`src/rtl/uart_tx_arb_pkg.sv`:
```
// Shared definitions for the packet-atomic UART transmit arbiter:
// FSM state encoding and default parameter values.
package uart_tx_arb_pkg;

    typedef enum logic [0:0] {
        ST_IDLE = 1'b0,
        ST_XFER = 1'b1
    } state_e;

    localparam int DEFAULT_N       = 4;
    localparam int DEFAULT_DATA_W  = 8;
    localparam int DEFAULT_TIMEOUT = 1024;

endpackage

```
`src/rtl/uart_tx_arb_if.sv`:
```
// Requester bundle plus the uart_full write port of the arbiter.
// The slave modport is the arbiter; master is whatever drives the requests.
interface uart_tx_arb_if #(
    parameter int N      = 4,
    parameter int DATA_W = 8
);
    logic [N-1:0]        i_req_valid;
    logic [N*DATA_W-1:0] i_req_data;
    logic [N-1:0]        i_req_last;
    logic [N-1:0]        o_req_ready;
    logic [N-1:0]        o_grant;
    logic                i_tx_full;
    logic                o_wr_uart;
    logic [DATA_W-1:0]   o_wr_data;
    logic                o_abort;

    modport master (
        output i_req_valid, i_req_data, i_req_last, i_tx_full,
        input  o_req_ready, o_grant, o_wr_uart, o_wr_data, o_abort
    );

    modport slave (
        input  i_req_valid, i_req_data, i_req_last, i_tx_full,
        output o_req_ready, o_grant, o_wr_uart, o_wr_data, o_abort
    );
endinterface

```
`src/rtl/uart_tx_arb_rr_pick.sv`:
```
// Combinational round-robin priority encoder: first set request at or
// after ptr_i, searching upward with wrap. Reusable for other arbiters.
module rr_pick #(
    parameter int N = 4,
    localparam int IDX_W = $clog2(N)
) (
    input  logic [N-1:0]     req_i,
    input  logic [IDX_W-1:0] ptr_i,
    output logic [N-1:0]     gnt_o,
    output logic [IDX_W-1:0] idx_o,
    output logic             any_o
);

    logic [IDX_W-1:0] pos;
    logic             hit;

    // Rotating scan; the first hit latches and masks every later candidate.
    always_comb begin
        gnt_o = '0;
        idx_o = '0;
        any_o = 1'b0;
        pos   = '0;
        hit   = 1'b0;
        for (int i = 0; i < N; i++) begin
            pos        = IDX_W'((int'(ptr_i) + i) % N);
            hit        = !any_o && req_i[pos];
            gnt_o[pos] = gnt_o[pos] | hit;
            idx_o      = hit ? pos : idx_o;
            any_o      = any_o | hit;
        end
    end

endmodule

```
`src/rtl/uart_tx_arb.sv`:
```
// Round-robin arbiter sharing one uart_full transmit path between N packet
// sources; a grant is held until the last byte or a watchdog revoke.
module uart_tx_arb
    import uart_tx_arb_pkg::*;
#(
    parameter int N       = DEFAULT_N,
    parameter int DATA_W  = DEFAULT_DATA_W,
    parameter int TIMEOUT = DEFAULT_TIMEOUT
) (
    input  logic         i_clk,
    input  logic         i_reset,
    uart_tx_arb_if.slave bus
);

    localparam int IDX_W = $clog2(N);
    localparam int WD_W  = $clog2(TIMEOUT + 1);
    localparam logic [IDX_W-1:0] LAST_IDX = IDX_W'(N - 1);
    localparam logic [WD_W-1:0]  WD_LIMIT = WD_W'(TIMEOUT - 1);

    state_e             state_q, state_d;
    logic [IDX_W-1:0]   rr_ptr_q, rr_ptr_d;
    logic [IDX_W-1:0]   owner_q, owner_d;
    logic [N-1:0]       grant_q, grant_d;
    logic [WD_W-1:0]    wd_q, wd_d;
    logic               abort_q, abort_d;

    logic [N-1:0]       pick_gnt;
    logic [IDX_W-1:0]   pick_idx;
    logic               pick_any;
    logic               in_xfer;
    logic               own_valid;
    logic               own_last;
    logic [DATA_W-1:0]  own_data;
    logic               accept;
    logic [IDX_W-1:0]   next_ptr;

    rr_pick #(.N(N)) u_pick (
        .req_i (bus.i_req_valid),
        .ptr_i (rr_ptr_q),
        .gnt_o (pick_gnt),
        .idx_o (pick_idx),
        .any_o (pick_any)
    );

    // Owner view of the request bus; grant_q is one-hot in XFER so masking selects it.
    always_comb begin
        in_xfer   = (state_q == ST_XFER);
        own_valid = |(bus.i_req_valid & grant_q);
        own_last  = |(bus.i_req_last & grant_q);
        own_data  = '0;
        for (int k = 0; k < N; k++) begin
            own_data = (owner_q == IDX_W'(k)) ? bus.i_req_data[k*DATA_W +: DATA_W] : own_data;
        end
        accept   = in_xfer && own_valid && !bus.i_tx_full;
        next_ptr = (owner_q == LAST_IDX) ? '0 : owner_q + IDX_W'(1);
    end

    // Strobes stay combinational so a write can never land on a full FIFO.
    assign bus.o_req_ready = (in_xfer && !bus.i_tx_full) ? grant_q : '0;
    assign bus.o_wr_uart   = accept;
    assign bus.o_wr_data   = in_xfer ? own_data : '0;
    assign bus.o_grant     = grant_q;
    assign bus.o_abort     = abort_q;

    // Next-state logic: arbitration in IDLE, packet tracking and watchdog in XFER.
    always_comb begin
        state_d  = state_q;
        rr_ptr_d = rr_ptr_q;
        owner_d  = owner_q;
        grant_d  = grant_q;
        wd_d     = wd_q;
        abort_d  = 1'b0;
        case (state_q)
            ST_IDLE: begin
                wd_d = '0;
                if (pick_any) begin
                    state_d = ST_XFER;
                    grant_d = pick_gnt;
                    owner_d = pick_idx;
                end else begin
                    grant_d = '0;
                end
            end
            ST_XFER: begin
                if (accept) begin
                    wd_d = '0;
                    if (own_last) begin
                        state_d  = ST_IDLE;
                        grant_d  = '0;
                        rr_ptr_d = next_ptr;
                    end else begin
                        state_d = ST_XFER;
                    end
                end else if (!own_valid && !bus.i_tx_full) begin
                    // Only a silent owner counts; backpressure stalls are not faults.
                    if (wd_q == WD_LIMIT) begin
                        state_d  = ST_IDLE;
                        grant_d  = '0;
                        rr_ptr_d = next_ptr;
                        wd_d     = '0;
                        abort_d  = 1'b1;
                    end else begin
                        wd_d = wd_q + WD_W'(1);
                    end
                end else begin
                    wd_d = wd_q;
                end
            end
            default: begin
                state_d = ST_IDLE;
                grant_d = '0;
                wd_d    = '0;
            end
        endcase
    end

    // State registers with synchronous active-low reset.
    always_ff @(posedge i_clk) begin
        if (!i_reset) begin
            state_q  <= ST_IDLE;
            rr_ptr_q <= '0;
            owner_q  <= '0;
            grant_q  <= '0;
            wd_q     <= '0;
            abort_q  <= 1'b0;
        end else begin
            state_q  <= state_d;
            rr_ptr_q <= rr_ptr_d;
            owner_q  <= owner_d;
            grant_q  <= grant_d;
            wd_q     <= wd_d;
            abort_q  <= abort_d;
        end
    end

endmodule
```
`src/flat_wrapper.sv`:
```
// flat-port wrapper written by rule: the top's interface ports become plain ports
module uart_tx_arb_flat import uart_tx_arb_pkg::*;
#(
    parameter int N       = DEFAULT_N,
    parameter int DATA_W  = DEFAULT_DATA_W,
    parameter int TIMEOUT = DEFAULT_TIMEOUT
)
  (i_clk, i_reset, bus_i_req_valid, bus_i_req_data, bus_i_req_last, bus_i_tx_full, bus_o_req_ready, bus_o_grant, bus_o_wr_uart, bus_o_wr_data, bus_o_abort);
  uart_tx_arb_if #(.N(N), .DATA_W(DATA_W)) bus_i ();
  input  logic i_clk;
  input  logic i_reset;
  input wire logic [$bits(bus_i.i_req_valid)-1:0] bus_i_req_valid;
  input wire logic [$bits(bus_i.i_req_data)-1:0] bus_i_req_data;
  input wire logic [$bits(bus_i.i_req_last)-1:0] bus_i_req_last;
  input wire logic [$bits(bus_i.i_tx_full)-1:0] bus_i_tx_full;
  output wire logic [$bits(bus_i.o_req_ready)-1:0] bus_o_req_ready;
  output wire logic [$bits(bus_i.o_grant)-1:0] bus_o_grant;
  output wire logic [$bits(bus_i.o_wr_uart)-1:0] bus_o_wr_uart;
  output wire logic [$bits(bus_i.o_wr_data)-1:0] bus_o_wr_data;
  output wire logic [$bits(bus_i.o_abort)-1:0] bus_o_abort;
  assign bus_i.i_req_valid = bus_i_req_valid;
  assign bus_i.i_req_data = bus_i_req_data;
  assign bus_i.i_req_last = bus_i_req_last;
  assign bus_i.i_tx_full = bus_i_tx_full;
  assign bus_o_req_ready = bus_i.o_req_ready;
  assign bus_o_grant = bus_i.o_grant;
  assign bus_o_wr_uart = bus_i.o_wr_uart;
  assign bus_o_wr_data = bus_i.o_wr_data;
  assign bus_o_abort = bus_i.o_abort;
  uart_tx_arb #(.N(N), .DATA_W(DATA_W), .TIMEOUT(TIMEOUT)) u_core (.i_clk(i_clk), .i_reset(i_reset), .bus(bus_i));
endmodule
```
`config.mk`:
```
export PLATFORM = sky130hd
export DESIGN_NAME = uart_tx_arb_flat
export DESIGN_NICKNAME = d
export VERILOG_FILES = /design/src/rtl/uart_tx_arb_pkg.sv /design/src/rtl/uart_tx_arb_if.sv /design/src/rtl/uart_tx_arb_rr_pick.sv /design/src/rtl/uart_tx_arb.sv /design/src/flat_wrapper.sv
export SDC_FILE = /design/constraint.sdc
export NUM_CORES = 1
export LEC_CHECK = 0
export BUFFER_PORTS_ARGS = -buffer_cell sky130_fd_sc_hd__buf_2
export CORE_AREA = 2 2 66 68
export CTS_CLUSTER_SIZE = 20
export DETAILED_ROUTE_END_ITERATION = 10
export DIE_AREA = 0 0 68 70
export PLACE_DENSITY_LB_ADDON = 0.12
export SLEW_MARGIN = 20
export SYNTH_ARGS = -nofsm -noshare
export SYNTH_HDL_FRONTEND = slang
export SYNTH_SLANG_ARGS = --single-unit
```
`constraint.sdc`:
```
create_clock -name i_clk -period 3.7 [get_ports i_clk]
set_clock_uncertainty 0.2 [all_clocks]
set_input_delay 0.37 -clock i_clk [delete_from_list [all_inputs] [get_ports i_clk]]
set_output_delay 0.37 -clock i_clk [all_outputs]
set_load 0.005 [all_outputs]
```
==> impl_metrics.tcl, run 1 <==
set metrics [dict create \
    outcome "finished clean" \
    worst-slew-pin-transition_ps 548 \
    mostFrequentLayoutCells "60 x buf_2, 26 x nor2_1, 25 x nand2_1" \
    slew-limit-headroom 0.635 \
    max_stage_delay_ps 600 \
    h-tree-depth 1 \
    clk_latency_ps 260 \
    antenna_cells 0 \
    place_area_um2 2420 \
    cts-root-buf "clkbuf_8" \
    cp.required_ps 3690 \
    worst_setup_path_end_kind "flip-flop" \
    grt_setup_unrepaired "false" \
    rr_startpoint "u_core.rr_ptr_q[1]" \
    nets 372 \
    die_area_um2 4760 \
    min_to "u_core.owner_q[0]" \
    synth.distinct_cells 57 \
    grt_pass1_wl_um 8700 \
    criticalPathCategory "flip-flop to flip-flop" \
    yosysWarnings 0 \
    pre_cts_slack_ps 610 \
    design.core.area_um2 4140 \
    ys_ff_latch 21 \
    wl_um 5430 \
    firstDrtPassIters 4 \
    drive_above_1_share 0.267 \
    grt_pass1_vias 1946 \
    synth_fp_nets 318 \
    cap_violations 0 \
    die_width_um 68 \
    ant_nets 0 \
    min_from "i_reset" \
    cts_sinks 21 \
    placementRows 24 \
    gp_congestion 0.883 \
    fin_area_um2 2460 \
    fmax_mhz 319 \
    ys.flop_type "dfxtp_1" \
    hold_viol 0 \
    synth_area_per_cell_um2 8.00 \
    hp-class "input port to flip-flop" \
    areaGrowthSynthToFinish_pct 17.5 \
    worstHoldPathCells 2 \
    startpoint_type "flip-flop" \
    synth_edf_count 0 \
    io_buffers 60 \
    vias 2165 \
    cp_num_buf_inv 1 \
    antenna_found_initial 0 \
    ff2ff_path_depth 8 \
    regToRegEndpoint "u_core.bus.o_grant[3]" \
    ys_seq_area_frac 0.200 \
    setup_tns_ps 0 \
    final-max-slew-violation-count 0 \
    fin_crit_ps 3130 \
    grt_use_met2 0.379 \
    post_cts.repair.setup_buffers 0 \
    clk_pin_slew_ps 80 \
    cts_buffers 3 \
    fin_crit_sh 0.847 \
    postCtsHoldBufs 0 \
    die_y_um 70 \
    postCtsResizedCells 0 \
    worstPathCellList "inv_1, ha_1, mux4_2, nor4b_4, nor3b_1, a22oi_2, o2111ai_2, o221ai_1" \
    finalSetupViolCount 0 \
    overflow 0 \
    critical-path-top-delay-family "compound AO/OA/AOI/OAI gates" \
    cts_tree "done" \
    rrSetupSlack_ps 570 \
    grt.busiest_layer "met2" \
    met1_usage 0.294 \
    drt_drc_violations_left 0 \
    netlist_instances 262 \
    async_flop_share 0 \
    via_per_inst 5.90 \
    wl_per_cell_um 14.8 \
    cp_slowest_cell "mux4_2" \
    mostFrequentLayoutCell "buf_2" \
    grtUsageMet3 0.0354 \
    ir_drop_mv 0.107 \
    grt_max_degree 28 \
    pin_count 61 \
    setup_ws_ps 565 \
    start_util 0.506 \
    power.leakage_nw 1.06 \
    track_usage 0.230 \
    cts_buffer_depth 2 \
    cp_max_fo 10 \
    p_per_area_nw_per_um2 215 \
    netlist_area_um2 2100 \
    cp.arrival_ps 3120 \
    dp_hpwl_um 4170 \
    drtIter0Drc 132 \
]
-- cell usage after synthesis (all sizes together), types with 2 or more instances --
master,number,area [um^2]
nor2,26,97.6
nand2,25,93.8
dfxtp,21,420
inv,17,63.8
a21oi,16,83.8
ha,13,163
nor2b,12,75.1
o21ai,11,55.1
a221oi,10,106
a22oi,10,85.1
clkbuf,9,33.8
a211o,7,61.3
and2,7,43.8
nand3,6,30.0
mux2,5,60.1
mux4,5,124
buf,4,25.0
nand2b,4,25.0
nor3,4,20.0
xor2,4,35.0
and3,3,18.8
mux2i,3,30.0
nor4,3,25.0
o221ai,3,26.3
a21boi,2,15.0
a311o,2,20.0
a32oi,2,17.5
nor3b,2,15.0
o211ai,2,15.0
o21bai,2,15.0
o22ai,2,12.5
or3,2,12.5
xnor2,2,17.5
-- state kept, by name, summed over array words and instances (netlist names) --
register            count
u_core.in_xfer          1
u_core.bus.o_grant      4
u_core.rr_ptr_q         2
u_core.bus.o_abort      1
u_core.owner_q          2
u_core.wd_q            11
-- where the power goes --
group	internal, mW	switching [mW]
logic	0.0685	0.0721
clock network	0.0750	0.0777
registers	0.231	0.00659
-- how the worst max path moves through the flow --
stage | startpoint | end | slack [ps] | cells past startpoint
global route | u_core.rr_ptr_q[1] | u_core.bus.o_grant[1] | 350 | 8
global placement | u_core.rr_ptr_q[1] | u_core.bus.o_grant[1] | 720 | 8
floorplan | u_core.rr_ptr_q[0] | u_core.bus.o_grant[0] | 570 | 10
CTS | u_core.rr_ptr_q[1] | u_core.bus.o_grant[3] | 590 | 8
finish | u_core.rr_ptr_q[1] | u_core.bus.o_grant[3] | 570 | 8
detailed placement | u_core.rr_ptr_q[1] | u_core.bus.o_grant[3] | 610 | 8
-- routing by layer --
| metal | vias up | part of all wire | wire length (um) |
|---|---|---|---|
| met5 | - | 0 | 0 |
| met4 | 0 | 0.018 | 99 |
| met3 | 9 | 0.072 | 388 |
| met2 | 80 | 0.48 | 2590 |
| met1 | 995 | 0.43 | 2350 |
| li1 | 1081 | - | - |
-- logic make-up (layout without fill, tap and decap cells) --
group / count (synthesis) / after routing / synth area share
multiplexers: 13 / 13 / 0.102
flip-flops: 21 / 21 / 0.200
XOR/XNOR: 6 / 6 / 0.0251
AO/OA/AOI/OAI: 78 / 78 / 0.286
adder cells (fa/ha/maj): 13 / 13 / 0.0776
AND/OR/NAND/NOR: 100 / 100 / 0.248
buffers and inverters: 31 / 84 / 0.0603
-- metrics by stage --
stage                     cells  hold slack, ps   util  total power [mW]
after global routing        367             260  0.595             0.561
final                       367             247  0.595             0.530
after CTS                   367             247  0.595             0.531
after floorplan             262             261      -             0.331
after detailed placement    363             278  0.584             0.382
after global placement      363             269  0.584             0.381
-- final cells by class --
type                            instances  area (um^2)
Clock buffer                            3         41.3
Clock inverter                          1         5.00
Fill cell                             384         1680
Inverter                               18         67.6
Multi-Input combinational cell        210         1550
Sequential cell                        21          420
Tap cell                               52         65.1
Timing Repair Buffer                   62          315
(Power assumes the default switching activity.)
==> inputs of run 2 (changes only) <==
--- a/config.mk
+++ b/config.mk
@@ -6,10 +6,10 @@
 export NUM_CORES = 1
 export LEC_CHECK = 0
 export BUFFER_PORTS_ARGS = -buffer_cell sky130_fd_sc_hd__buf_2
-export CORE_AREA = 2 2 66 68
+export CORE_AREA = 2 2 70 72
 export CTS_CLUSTER_SIZE = 20
 export DETAILED_ROUTE_END_ITERATION = 10
-export DIE_AREA = 0 0 68 70
+export DIE_AREA = 0 0 72 74
 export PLACE_DENSITY_LB_ADDON = 0.12
 export SLEW_MARGIN = 20
 export SYNTH_ARGS = -nofsm -noshare
==> constraint.sdc (replaced) <==
create_clock -name i_clk -period 2.7 [get_ports i_clk]
set_clock_uncertainty 0.2 [all_clocks]
set_input_delay 0.27 -clock i_clk [delete_from_list [all_inputs] [get_ports i_clk]]
set_output_delay 0.27 -clock i_clk [all_outputs]
set_load 0.005 [all_outputs]
==> impl_metrics.tcl, run 2 (synthesis results as in run 1) <==
set metrics [dict create \
    drive_above_1_share 0.330 \
    fin_crit_ps 2680 \
    design.core.area_um2 4600 \
    regToRegEndpoint "u_core.bus.o_grant[1]" \
    fin_crit_sh 0.992 \
    max_stage_delay_ps 500 \
    clk_pin_slew_ps 80 \
    cp_slowest_cell "mux4_1" \
    mostFrequentLayoutCells "60 x buf_2, 26 x nor2_1, 25 x nand2_1" \
    wl_per_cell_um 15.1 \
    setup_ws_ps 20.4 \
    stdcell_count 387 \
    endpoint "u_core.bus.o_grant[1]" \
    cp_num_buf_inv 2 \
    die_width_um 72 \
    cts_tree "done" \
    vias 2192 \
    cts_buffer_depth 2 \
    grt_pass1_wl_um 9710 \
    cts_sinks 21 \
    antenna_cells 0 \
    hold_ws_ps 153 \
    place_inst 379 \
    startpoint_type "flip-flop" \
    rrSetupSlack_ps 20 \
    dp_hpwl_um 4530 \
    io_buffers 60 \
    grt_setup_unrepaired "true" \
    antenna_found_initial 0 \
    overflow 0 \
    grt_max_degree 28 \
    top_register "u_core.wd_q" \
    firstDrtPassIters 4 \
    outcome "finished clean" \
    track_usage 0.227 \
    cp_max_fo 5 \
    mostFrequentLayoutCell "buf_2" \
    start_util 0.456 \
    pre_cts_slack_ps -25.4 \
    nets 390 \
    drtIter0Drc 155 \
    largest_reg_flops 11 \
    rr_startpoint "u_core.rr_ptr_q[0]" \
    worst-path-stages 9 \
    worst-slew-pin-transition_ps 542 \
    criticalPathCategory "flip-flop to flip-flop" \
    finalSetupViolCount 0 \
    crit_start "u_core.rr_ptr_q[0]" \
    hp-class "input port to flip-flop" \
    cts_buffers 3 \
    cp.arrival_ps 2620 \
    ir_drop_mv 0.153 \
    h-tree-depth 1 \
    slew-limit-headroom 0.639 \
    ff_latch_area_um2 425 \
    gp_congestion 0.916 \
    cap_violations 0 \
    cp.required_ps 2640 \
    critical-path-top-delay-family "multiplexers" \
    power.leakage_nw 1.16 \
    n_fill_cell 433 \
    multiInputGateArea_um2 1600 \
    ff2ff_path_depth 9 \
    worstPathCellList "inv_8, buf_4, ha_1, mux4_1, mux2_4, a221oi_4, a22oi_2, o2111ai_2, o221ai_1" \
    fmax_mhz 373 \
    die_area_um2 5330 \
    worst_setup_path_end_kind "flip-flop" \
    drt_drc_violations_left 0 \
    wl_um 5850 \
    pin_count 61 \
    final-max-slew-violation-count 0 \
    ant_nets 0 \
    hold_viol 0 \
    via_per_inst 5.66 \
    cts-root-buf "clkbuf_8" \
    clk_latency_ps 260 \
    areaGrowthSynthToFinish_pct 27.8 \
    p_per_area_nw_per_um2 277 \
    die_y_um 74 \
    grt_pass1_vias 2048 \
    placementRows 25 \
]
[run 2: cell types whose count changed in the layout (fill, tap and decap cells not counted), sizes merged]
| cell | change |
|---|---|
| buf | +18 |
[run 2: metrics by stage]
stage               power (mW)  TNS (ps)  cell area, um^2   util
floorplan                0.454      -393             2130      -
global placement         0.531         0             2560  0.557
detailed placement       0.534     -59.9             2560  0.557
CTS                      0.743         0             2640  0.573
global route             0.789      -165             2680  0.583
finish                   0.741         0             2680  0.583
[run 2: power breakdown]
part | internal [mW] | total (mW) | switching (mW)
Clock | 0.103 | 0.206 | 0.103
Sequential | 0.315 | 0.324 | 0.00928
Combinational | 0.104 | 0.211 | 0.107
Total | 0.521 | 0.741 | 0.220
[run 2: layout make-up]
cell class,instances,area share
Timing Repair Buffer,80,0.173
Clock inverter,1,0.00187
Inverter,18,0.0280
Multi-Input combinational cell,210,0.598
Sequential cell,21,0.159
Tap cell,54,0.0252
Clock buffer,3,0.0154
[run 2: worst min path at each step]
stage / start / to / depth (start not counted) / slack (ps)
after CTS: i_reset / u_core.owner_q[0] / 2 / 150
final: i_reset / u_core.owner_q[0] / 2 / 150
after floorplan: i_reset / u_core.wd_q[6] / 2 / 240
after global routing: i_reset / u_core.wd_q[10] / 2 / 160
after detailed placement: u_core.wd_q[10] / u_core.wd_q[10] / 1 / 280
after global placement: u_core.wd_q[10] / u_core.wd_q[10] / 1 / 270
[run 2: repair_timing]
item	CTS	global route
buffers inserted	1	3
gates resized for setup	3	6
hold buffers	0	0
pin swaps	0	6
setup endpoints to repair	3	13
[run 2: routing by layer]
metal  share of wire  track usage  up-vias
met5               0            0        -
met2            0.49        0.403       43
met3           0.031       0.0203        8
li1                -            -     1112
met1            0.46        0.293     1029
met4           0.013       0.0755        0
==> inputs of run 3 (changes only) <==
--- a/config.mk
+++ b/config.mk
@@ -6,6 +6,7 @@
 export NUM_CORES = 1
 export LEC_CHECK = 0
 export BUFFER_PORTS_ARGS = -buffer_cell sky130_fd_sc_hd__buf_2
+export CAP_MARGIN = 20
 export CORE_AREA = 2 2 70 72
 export CTS_CLUSTER_SIZE = 20
 export DETAILED_ROUTE_END_ITERATION = 10
==> constraint.sdc (replaced) <==
create_clock -name i_clk -period 2.7 [get_ports i_clk]
set_clock_uncertainty 0.2 [all_clocks]
set_input_delay 0.135 -clock i_clk [delete_from_list [all_inputs] [get_ports i_clk]]
set_output_delay 0.135 -clock i_clk [all_outputs]
set_load 0.005 [all_outputs]
==> impl_metrics.tcl, run 3 (synthesis results as in run 1) <==
set metrics [dict create \
    pre_cts_slack_ps -25.4 \
    min_to "u_core.owner_q[0]" \
    io_buffers 60 \
    drive_above_1_share 0.330 \
    grtUsageMet3 0.0203 \
    final_core_util 0.583 \
    antenna_cells 0 \
    grt_pass1_vias 2048 \
    finalSetupViolCount 0 \
    worstPathCellList "inv_8, buf_4, ha_1, mux4_1, mux2_4, a221oi_4, a22oi_2, o2111ai_2, o221ai_1" \
    min_from "i_reset" \
    top_register "u_core.wd_q" \
    fin_area_um2 2680 \
    gp_congestion 0.916 \
    slew-limit-headroom 0.639 \
    ff2ff_path_depth 9 \
    max_stage_delay_ps 500 \
    mostFrequentLayoutCell "buf_2" \
    drtIter0Drc 157 \
    vias 2192 \
    drt_drc_violations_left 0 \
    cp_max_fo 5 \
    multiInputGateArea_um2 1600 \
    hp-class "input port to flip-flop" \
    grt_max_degree 28 \
    clk_pin_slew_ps 80 \
    fin_crit_sh 0.999 \
    track_usage 0.227 \
    regToRegEndpoint "u_core.bus.o_grant[1]" \
    place_inst 379 \
    cts-root-buf "clkbuf_8" \
    worstHoldPathCells 2 \
    startpoint_type "flip-flop" \
    mostFrequentLayoutCells "60 x buf_2, 26 x nor2_1, 25 x nand2_1" \
    worst-path-stages 9 \
    ir_drop_mv 0.153 \
    criticalPathCategory "flip-flop to flip-flop" \
    met1_usage 0.293 \
    fmax_mhz 371 \
    cp_num_buf_inv 2 \
    rr_startpoint "u_core.rr_ptr_q[0]" \
    h-tree-depth 1 \
    start_util 0.456 \
    wl_um 5850 \
    pin_count 61 \
    grt_pass1_wl_um 9710 \
    stdcell_count 387 \
    rrSetupSlack_ps 2 \
    cts_tree "done" \
    hold_viol 0 \
    cts_buffer_depth 2 \
    overflow 0 \
    areaGrowthSynthToFinish_pct 27.8 \
    via_per_inst 5.66 \
    outcome "finished clean" \
    power.leakage_nw 1.16 \
    die_area_um2 5330 \
    cts_buffers 3 \
    firstDrtPassIters 4 \
    cp_slowest_cell "mux4_1" \
    cp.required_ps 2640 \
    design.core.area_um2 4600 \
    worst_setup_path_end_kind "flip-flop" \
    hold_ws_ps 17.4 \
    setup_ws_ps 1.62 \
    antenna_found_initial 0 \
    n_fill_cell 433 \
    die_width_um 72 \
    ant_nets 0 \
    cp.arrival_ps 2630 \
    placementRows 25 \
    p_per_area_nw_per_um2 277 \
    final-max-slew-violation-count 0 \
    setup_tns_ps 0 \
    grt_use_met2 0.403 \
    power_mw 0.741 \
    postCtsHoldBufs 0 \
    nets 390 \
    fin_crit_ps 2700 \
    cap_violations 0 \
    die_y_um 74 \
    grt_setup_unrepaired "true" \
    dp_hpwl_um 4530 \
    largest_reg_flops 11 \
    critical-path-top-delay-family "multiplexers" \
    wl_per_cell_um 15.1 \
    cts_sinks 21 \
    clk_latency_ps 260 \
    ff_latch_area_um2 425 \
    worst-slew-pin-transition_ps 542 \
    place_area_um2 2560 \
    grt.busiest_layer "met2" \
]
==> run 3: worst max-delay path by stage <==
stage / endpoint / slack [ps] / from
2_1_floorplan: u_core.bus.o_grant[0] / -100 / u_core.rr_ptr_q[0]
3_5_place_dp: u_core.bus.o_grant[1] / -30 / u_core.rr_ptr_q[0]
6_report: u_core.bus.o_grant[1] / 2 / u_core.rr_ptr_q[0]
3_3_place_gp: u_core.bus.o_grant[0] / 50 / u_core.rr_ptr_q[0]
4_1_cts: u_core.bus.o_grant[1] / 1 / u_core.rr_ptr_q[0]
5_1_grt: u_core.bus.o_grant[1] / -80 / u_core.rr_ptr_q[0]
==> run 3: cell type report <==
class                           instances  area share
Sequential cell                        21       0.159
Inverter                               18      0.0280
Timing Repair Buffer                   80       0.173
Clock buffer                            3      0.0154
Clock inverter                          1     0.00187
Tap cell                               54      0.0252
Multi-Input combinational cell        210       0.598
==> run 3: worst reg2reg max path, cell delays in order (launching register included) <==
cell and delay [ps]:
dfxtp_4 390, inv_8 40, buf_4 140, ha_1 220, mux4_1 500, mux2_4 330, a221oi_4 330, a22oi_2 140
o2111ai_2 120, o221ai_1 170
==> run 3: power by group <==
group	internal [mW]	switching [mW]
sequential	0.315	0.00924
combinational	0.104	0.107
clock	0.103	0.103
==> run 3: per-layer routing <==
| metal | vias up | share of wire |
|---|---|---|
| li1 | 1112 | - |
| met1 | 1023 | 0.46 |
| met4 | 0 | 0.014 |
| met2 | 47 | 0.49 |
| met5 | - | 0 |
| met3 | 10 | 0.032 |
==> run 3: timing repair <==
action	in CTS	in global routing
endpoints found under the hold margin	0	0
buffers inserted	1	3
setup endpoints to repair	3	9
pin swaps	0	8
gates resized for setup	3	6
